==> config.mk <==
export PLATFORM = sky130hd
export DESIGN_NAME = wb_snoop_gen
export DESIGN_NICKNAME = d
export VERILOG_FILES = /design/src/rtl/wb_snoop_gen.sv
export SDC_FILE = /design/constraint.sdc
export NUM_CORES = 1
export LEC_CHECK = 0
export BUFFER_PORTS_ARGS = -buffer_cell sky130_fd_sc_hd__buf_2
export CAP_MARGIN = 20
export CORE_ASPECT_RATIO = 0.75
export CORE_MARGIN = 2
export CORE_UTILIZATION = 40
export DETAILED_ROUTE_END_ITERATION = 12
export GPL_TIMING_DRIVEN = 0
export PLACE_DENSITY = 0.6
export SETUP_SLACK_MARGIN = 0.2
export SYNTH_ARGS = -nofsm -noshare
export SYNTH_HDL_FRONTEND = slang
export SYNTH_SLANG_ARGS = --single-unit
==> constraint.sdc <==
create_clock -name wb_clk_i -period 3.25 [get_ports wb_clk_i]
set_clock_uncertainty 0.1 [all_clocks]
set_input_delay 0.325 -clock wb_clk_i [delete_from_list [all_inputs] [get_ports wb_clk_i]]
set_output_delay 0.325 -clock wb_clk_i [all_outputs]
set_load 0.05 [all_outputs]
==> src/rtl/wb_snoop_gen.sv <==
// Wishbone write-snoop generator for the main-RAM slave port.
// Emits registered, line-coalesced cache snoops plus saturating debug counters.
module wb_snoop_gen #(
  parameter int AW         = 32,
  parameter int LINE_WIDTH = 5,
  parameter bit COALESCE   = 1'b1,
  parameter int CNT_WIDTH  = 16
) (
  input  logic                 wb_clk_i,
  input  logic                 wb_rst_n_i,
  input  logic [AW-1:0]        wb_adr_i,
  input  logic                 wb_we_i,
  input  logic                 wb_cyc_i,
  input  logic                 wb_stb_i,
  input  logic [2:0]           wb_cti_i,
  input  logic                 wb_ack_i,
  input  logic                 wb_err_i,
  input  logic                 cnt_clr_i,
  output logic [AW-1:0]        snoop_adr_o,
  output logic                 snoop_en_o,
  output logic [CNT_WIDTH-1:0] snoop_cnt_o,
  output logic [CNT_WIDTH-1:0] supp_cnt_o
);

  localparam int TW = AW - LINE_WIDTH;

  localparam logic [0:0] S_IDLE  = 1'b0;
  localparam logic [0:0] S_BURST = 1'b1;

  logic [0:0]           state_q;
  logic [0:0]           state_d;
  logic                 line_vld_q;
  logic                 line_vld_d;
  logic [TW-1:0]        tag_q;
  logic [TW-1:0]        tag_d;
  logic [TW-1:0]        tag;
  logic                 wbeat;
  logic                 rd_req;
  logic                 cti_burst;
  logic                 cti_eob;
  logic                 emit;
  logic                 supp;
  logic [AW-1:0]        adr_q;
  logic                 en_q;
  logic [CNT_WIDTH-1:0] snoop_cnt_q;
  logic [CNT_WIDTH-1:0] supp_cnt_q;

  assign tag       = wb_adr_i[AW-1:LINE_WIDTH];
  assign wbeat     = wb_cyc_i & wb_stb_i & wb_we_i & wb_ack_i & ~wb_err_i;
  assign rd_req    = wb_cyc_i & wb_stb_i & ~wb_we_i;
  assign cti_burst = (wb_cti_i == 3'b001) | (wb_cti_i == 3'b010);
  assign cti_eob   = (wb_cti_i == 3'b111);

  always_comb begin
    state_d    = state_q;
    line_vld_d = line_vld_q;
    tag_d      = tag_q;
    emit       = 1'b0;
    supp       = 1'b0;
    case (state_q)
      S_IDLE: begin
        if (wbeat) begin
          emit = 1'b1;
          if (cti_burst) begin
            state_d    = S_BURST;
            tag_d      = tag;
            line_vld_d = 1'b1;
          end
        end
      end
      S_BURST: begin
        if (wbeat) begin
          if (COALESCE && line_vld_q && (tag == tag_q)) begin
            supp = 1'b1;
          end else begin
            emit  = 1'b1;
            tag_d = tag;
          end
          if (cti_eob) begin
            state_d    = S_IDLE;
            line_vld_d = 1'b0;
          end
        end else if (!wb_cyc_i || rd_req) begin
          // bus dropped or turned into a read: abandon the burst silently
          state_d    = S_IDLE;
          line_vld_d = 1'b0;
        end
      end
      default: begin
        state_d    = S_IDLE;
        line_vld_d = 1'b0;
      end
    endcase
  end

  always_ff @(posedge wb_clk_i) begin
    if (!wb_rst_n_i) begin
      state_q    <= S_IDLE;
      line_vld_q <= 1'b0;
      tag_q      <= '0;
      adr_q      <= '0;
      en_q       <= 1'b0;
    end else begin
      state_q    <= state_d;
      line_vld_q <= line_vld_d;
      tag_q      <= tag_d;
      en_q       <= emit;
      if (emit)
        adr_q <= {wb_adr_i[AW-1:2], 2'b00};
    end
  end

  // clear wins over a same-cycle increment; the snoop itself still goes out
  always_ff @(posedge wb_clk_i) begin
    if (!wb_rst_n_i) begin
      snoop_cnt_q <= '0;
      supp_cnt_q  <= '0;
    end else if (cnt_clr_i) begin
      snoop_cnt_q <= '0;
      supp_cnt_q  <= '0;
    end else begin
      if (emit && !(&snoop_cnt_q))
        snoop_cnt_q <= snoop_cnt_q + 1'b1;
      if (supp && !(&supp_cnt_q))
        supp_cnt_q <= supp_cnt_q + 1'b1;
    end
  end

  assign snoop_adr_o = adr_q;
  assign snoop_en_o  = en_q;
  assign snoop_cnt_o = snoop_cnt_q;
  assign supp_cnt_o  = supp_cnt_q;

endmodule

Yosys cells after proc, flatten, opt, wreduce, memory -nomap -nowiden
Cells that the tools add are included.
Word-level totals
  register bits: 92
  bits in latches: 0
  memory bits (writable): 0
  bits in read-only memories: 0
  input port bits: 43
  output and inout bits: 65
  logic and storage cells: 65
  memories kept: 0
Operators by class
  add/sub/neg operators: 2
  multipliers: 0
  div/mod/pow operators: 0
  magnitude comparators: 0
  equal/unequal tests: 10
  shifts and indexed selects: 0
  muxes and demuxes: 24
  bitwise logic cells: 10
  reduce and logical (&&, ||, !) cells: 12
Operator list (count)
  $mux 27: 4
  $pmux 27 s2: 1
  $add 16x1->16 const B: 2
  $reduce_and 16->1: 2
  $eq 27x27->1: 1
  $mux 1: 16
  $reduce_and 4->1: 2
  $ne 2x2->1 const B: 3
  $pmux 1 s2: 3
  $and 1x1->1: 5
  $not 1->1: 4
  $eq 3x1->1 const B: 1
  $eq 3x2->1 const B: 1
  $eq 3x3->1 const B: 1
  $logic_and 1x1->1: 3
  $logic_not 1->1: 3
  $ne 3x1->1 const B: 1
  $ne 3x2->1 const B: 1
  $ne 2x1->1 const B: 1
  $reduce_or 2->1: 1
  $logic_or 1x1->1: 1
  $or 1x1->1: 1

Logic depth before layout (Yosys ltp)
  word-level depth: 7
  gate-level depth with buffers: 8
  depth with buffers taken out: 7

Worst setup path before layout
OpenSTA, ideal clock, no wires.
  kind: reg-to-reg
  start point: reg supp_cnt_q[6], in the netlist supp_cnt_o[6]
  end point: reg supp_cnt_q[14], in the netlist supp_cnt_o[14]
  setup time: 70 ps
  arrival time: 2289 ps
  data required time: 3080 ps
  slack: 790 ps
  stages on the path, launching flop included: 6
  buffers on the path: 0
  period minus slack after synthesis: 2460 ps
  cells stage by stage: dfxtp_1 > and4_1 > nand4_1 > or4b_2 > or3_1 > a21oi_1
On the way
  word-level cells in the longest chain between the ends: 3
  elaborated cells between the ends (all ways): 4
  classes of those cells: add/sub (1); reduce/logical (3)
RTL lines
  start: declaration: RTL line 46  | logic [CNT_WIDTH-1:0] supp_cnt_q;
  start signal: assignment: RTL line 125  | supp_cnt_q <= supp_cnt_q + 1'b1;
  branches (longest 3 deep; another with $add 16x1->16)
Parallel ways; which one is timed is not known.
A chain may end at the register's enable or synchronous reset.

Worst setup path after layout
  start point: reg tag_q[22]
  end point: reg supp_cnt_q[6], in the netlist supp_cnt_o[6]
On the way
  word-level cells in the longest chain between the ends: 6
RTL lines
  start: declaration: RTL line 34  | logic [TW-1:0] tag_q;
  start signal: assignment: RTL line 106  | tag_q <= tag_d;
  $eq 27x27->1: RTL line 73  | if (COALESCE && line_vld_q && (tag == tag_q)) begin
  $logic_and 1x1->1: RTL line 73
  $mux 1: RTL line 73
  $mux 1: RTL line 72  | if (wbeat) begin
  $mux 1: RTL line 60  | case (state_q)
  $logic_and 1x1->1: RTL line 124  | if (supp && !(&supp_cnt_q))
Every way passes these cells.

==> results.json <==
{
  "ys_seq_elements": 92,
  "viasPerCell": 5.36,
  "setup_viol": 0,
  "gr-usage-met3_pct": 4.00,
  "crit_family": "simple AND/OR/NAND/NOR gates",
  "power.density_nw_per_um2": 456,
  "hold_class": "input pin to flop",
  "final_layout_size_suffix_gt1_share_pct": 22.6,
  "post_cts_buffers": 0,
  "die_h_um": 92.5,
  "total_power_mw": 2.38,
  "syn_avg_cell_area_um2": 8.51,
  "ant_nets": 0,
  "clock_latency_ns": 0.34,
  "clk_path_buf_depth": 2,
  "clockPowerShare_pct": 45.7,
  "period_needed_ns": 2.76,
  "diodes": 0,
  "cpMostUsedCell": "clkbuf_1",
  "path_cells": "xor2_1 -> nor4_2 -> o2111ai_2 -> or4_4 -> clkbuf_1 -> clkbuf_1 -> o31ai_1 -> a21oi_1",
  "worstSetupPathType": "flop to flop",
  "clock-sinks": 92,
  "ff2ff_path_depth": 8,
  "fin_crit_sh_pct": 85.1,
  "hold_viol": 0,
  "fin_tns_setup_ns": 0,
  "gr-max-usage-layer": "met2",
  "clk_pin_slew_worst_paths_ns": 0.06,
  "use_met1_pct": 31.1,
  "irDropWorstVdd_mv": 0.271,
  "crit_slowest_cell": "or4_4",
  "ys_types": 41,
  "drv_cap": 0,
  "hold_depth": 3,
  "grt_first_pass_wirelength_um": 18900,
  "grt_max_degree": 16,
  "critPathArrivalTime_ns": 2.87,
  "start_util_pct": 40.9,
  "place_hpwl_um": 8830,
  "path_max_fanout": 10,
  "slew_violations": 0,
  "track_usage_pct": 21.4,
  "layout_common_cells": "106 x buf_2, 92 x dfxtp_1, 74 x nand2_1",
  "post-place-ws_ns": 0.120,
  "cellInternalPower_mw": 1.82,
  "yosys_warnings": 0,
  "p_leak_nw": 2.28,
  "path_buf_inv": 2,
  "combPwrFrac_pct": 6.4,
  "layout_commonest_cell": "buf_2",
  "synthCells": 491,
  "drt_iter0_drc": 280,
  "r2r_setup_slack_ns": 0.49,
  "die_w_um": 122,
  "grt_antenna_before_repair": 0,
  "first_global_vias": 3679,
  "nets": 651,
  "rsz0062_at_grt": "false",
  "place_area_um2": 4870,
  "design_area_um2": 5220,
  "io_pins": 108,
  "yosysSeqAreaShare_pct": 44.1,
  "cts_root_buf": "clkbuf_16",
  "cts_tree": "yes",
  "n_fill_cell": 1056,
  "numCtsBuffers": 9,
  "crit_cells": 8,
  "grt_overflow": 0,
  "htreeDepth": 3,
  "end_kind": "flop",
  "max_freq_mhz": 362,
  "worstMarginPinSlew_ns": 0.712,
  "die-area_um2": 11300,
  "drt_first_pass_iters": 4,
  "switching_share_pct": 23.5,
  "portBuffers": 103,
  "wl_per_cell_um": 15.7,
  "cpPeakStageDelay_ns": 0.55,
  "multi_input_area_um2": 2200,
  "grt_util_met2_pct": 31.8,
  "relSlewSlack_pct": 52.4,
  "outcome": "completed",
  "core_area_um2": 10200,
  "vias": 4001,
  "p_sw_mw": 0.559,
  "regArea_um2": 1840,
  "wirelength_um": 11700,
  "globalplace.congestion": 0.889,
  "finalWorstSetupSlack_ns": 0.486,
  "pwr-share-seq_pct": 47.8,
  "worstPathRequired_ns": 3.36,
  "fp-row-count": 32,
  "drc": 0,
  "syn_area_um2": 4180,
  "worstSetupStartpointType": "flop",
  "area_growth_pct": 24.8
}
[final timing paths]
check | start | to
max | tag_q[22]$_SDFFE_PN0P_ | supp_cnt_o[6]$_SDFFE_PP0P_
min | wb_adr_i[2] | snoop_adr_o[2]$_SDFFE_PN0P_
max reg2reg | tag_q[22]$_SDFFE_PN0P_ | supp_cnt_o[6]$_SDFFE_PP0P_
min reg2reg | snoop_adr_o[2]$_SDFFE_PN0P_ | snoop_adr_o[2]$_SDFFE_PN0P_
[cell type report]
| type | instances | area share [%] |
|---|---|---|
| Buffer | 33 | 2.88 |
| Inverter | 6 | 0.432 |
| Clock buffer | 11 | 4.85 |
| Timing Repair Buffer | 103 | 9.88 |
| Multi-Input combinational cell | 361 | 42.2 |
| Clock inverter | 5 | 1.15 |
| Tap cell | 136 | 3.26 |
| Sequential cell | 92 | 35.3 |
[routing by layer]
layer | part of all wire, % | routed length (µm) | up-vias
li1 | - | - | 2009
met1 | 50 | 5850 | 1884
met2 | 44 | 5200 | 96
met3 | 4.4 | 517 | 12
met4 | 1.4 | 159 | 0
met5 | 0 | 0 | -
[power groups by stage]
stage / clock network (mW) / registers (mW) / logic [mW]
final: 1.09 / 1.14 / 0.153
after global routing: 1.16 / 1.14 / 0.167
after floorplan: 0 / 1.18 / 0.0677
after detailed placement: 0 / 1.16 / 0.151
after CTS: 1.11 / 1.14 / 0.152
after global placement: 0 / 1.16 / 0.149
[tightest hold or removal path, cell delays in order]
cell and delay, ns:
buf_2 0.09, nand3_1 0.05, a21oi_1 0.05
[Yosys cell counts (all sizes together)]
| library cell | instances | area, µm² |
|---|---|---|
| dfxtp | 92 | 1840 |
| nand2 | 74 | 278 |
| nand3 | 45 | 225 |
| o21ai | 40 | 200 |
| a21oi | 29 | 145 |
| mux2i | 29 | 290 |
| xor2 | 27 | 236 |
| clkbuf | 25 | 93.8 |
| or4 | 16 | 124 |
| o31ai | 14 | 105 |
| or3 | 14 | 87.6 |
| nor2 | 13 | 48.8 |
| nand4 | 12 | 75.1 |
| nor4 | 11 | 75.1 |
| buf | 8 | 56.3 |
| inv | 6 | 22.5 |
| and3 | 4 | 25.0 |
| and4 | 4 | 35.0 |
| o211ai | 4 | 30.0 |
| or2 | 3 | 18.8 |
| a31oi | 2 | 12.5 |
| ha | 2 | 25.0 |
| nor3 | 2 | 10.0 |
| o2111ai | 2 | 17.5 |
| o21bai | 2 | 15.0 |
| a311oi | 1 | 8.76 |
| a41o | 1 | 10.0 |
| a41oi | 1 | 8.76 |
| and2 | 1 | 6.26 |
| conb | 1 | 3.75 |
| nand2b | 1 | 6.26 |
| nor2b | 1 | 6.26 |
| nor3b | 1 | 7.51 |
| nor4b | 1 | 8.76 |
| or4b | 1 | 10.0 |
| xnor2 | 1 | 8.76 |
[sequential cells by signal (all words and copies together), names as in the netlist]
register and count:
snoop_cnt_o 16, tag_q 27, state_q 1, supp_cnt_o 16, snoop_adr_o 30, snoop_en_o 1, line_vld_q 1
[through the flow]
stage	utilization, %	hold slack, ns	cells
3_3_place_gp	47.7	0.342	731
2_1_floorplan	-	0.350	492
6_report	51.1	0.128	747
3_5_place_dp	47.7	0.350	731
5_1_grt	51.1	0.129	747
4_1_cts	50.7	0.119	747
[cell families after synthesis]
family / Yosys count / share of synthesized area [%]
XOR/XNOR: 28 / 5.87
AND/OR/NAND/NOR: 204 / 25.1
buffers and inverters: 39 / 4.13
adder cells (fa/ha/maj): 2 / 0.599
AO/OA/AOI/OAI: 96 / 13.2
flip-flops: 92 / 44.1
multiplexers: 29 / 6.95
other: 1 / 0.0897
[repair_timing]
item                                   in CTS  in global routing
endpoints found under the hold margin       0                  0
setup endpoints to repair                   0                 33
resized for setup                           0                  6
hold buffers                                0                  0
Power figures use the tool's default switching activity.
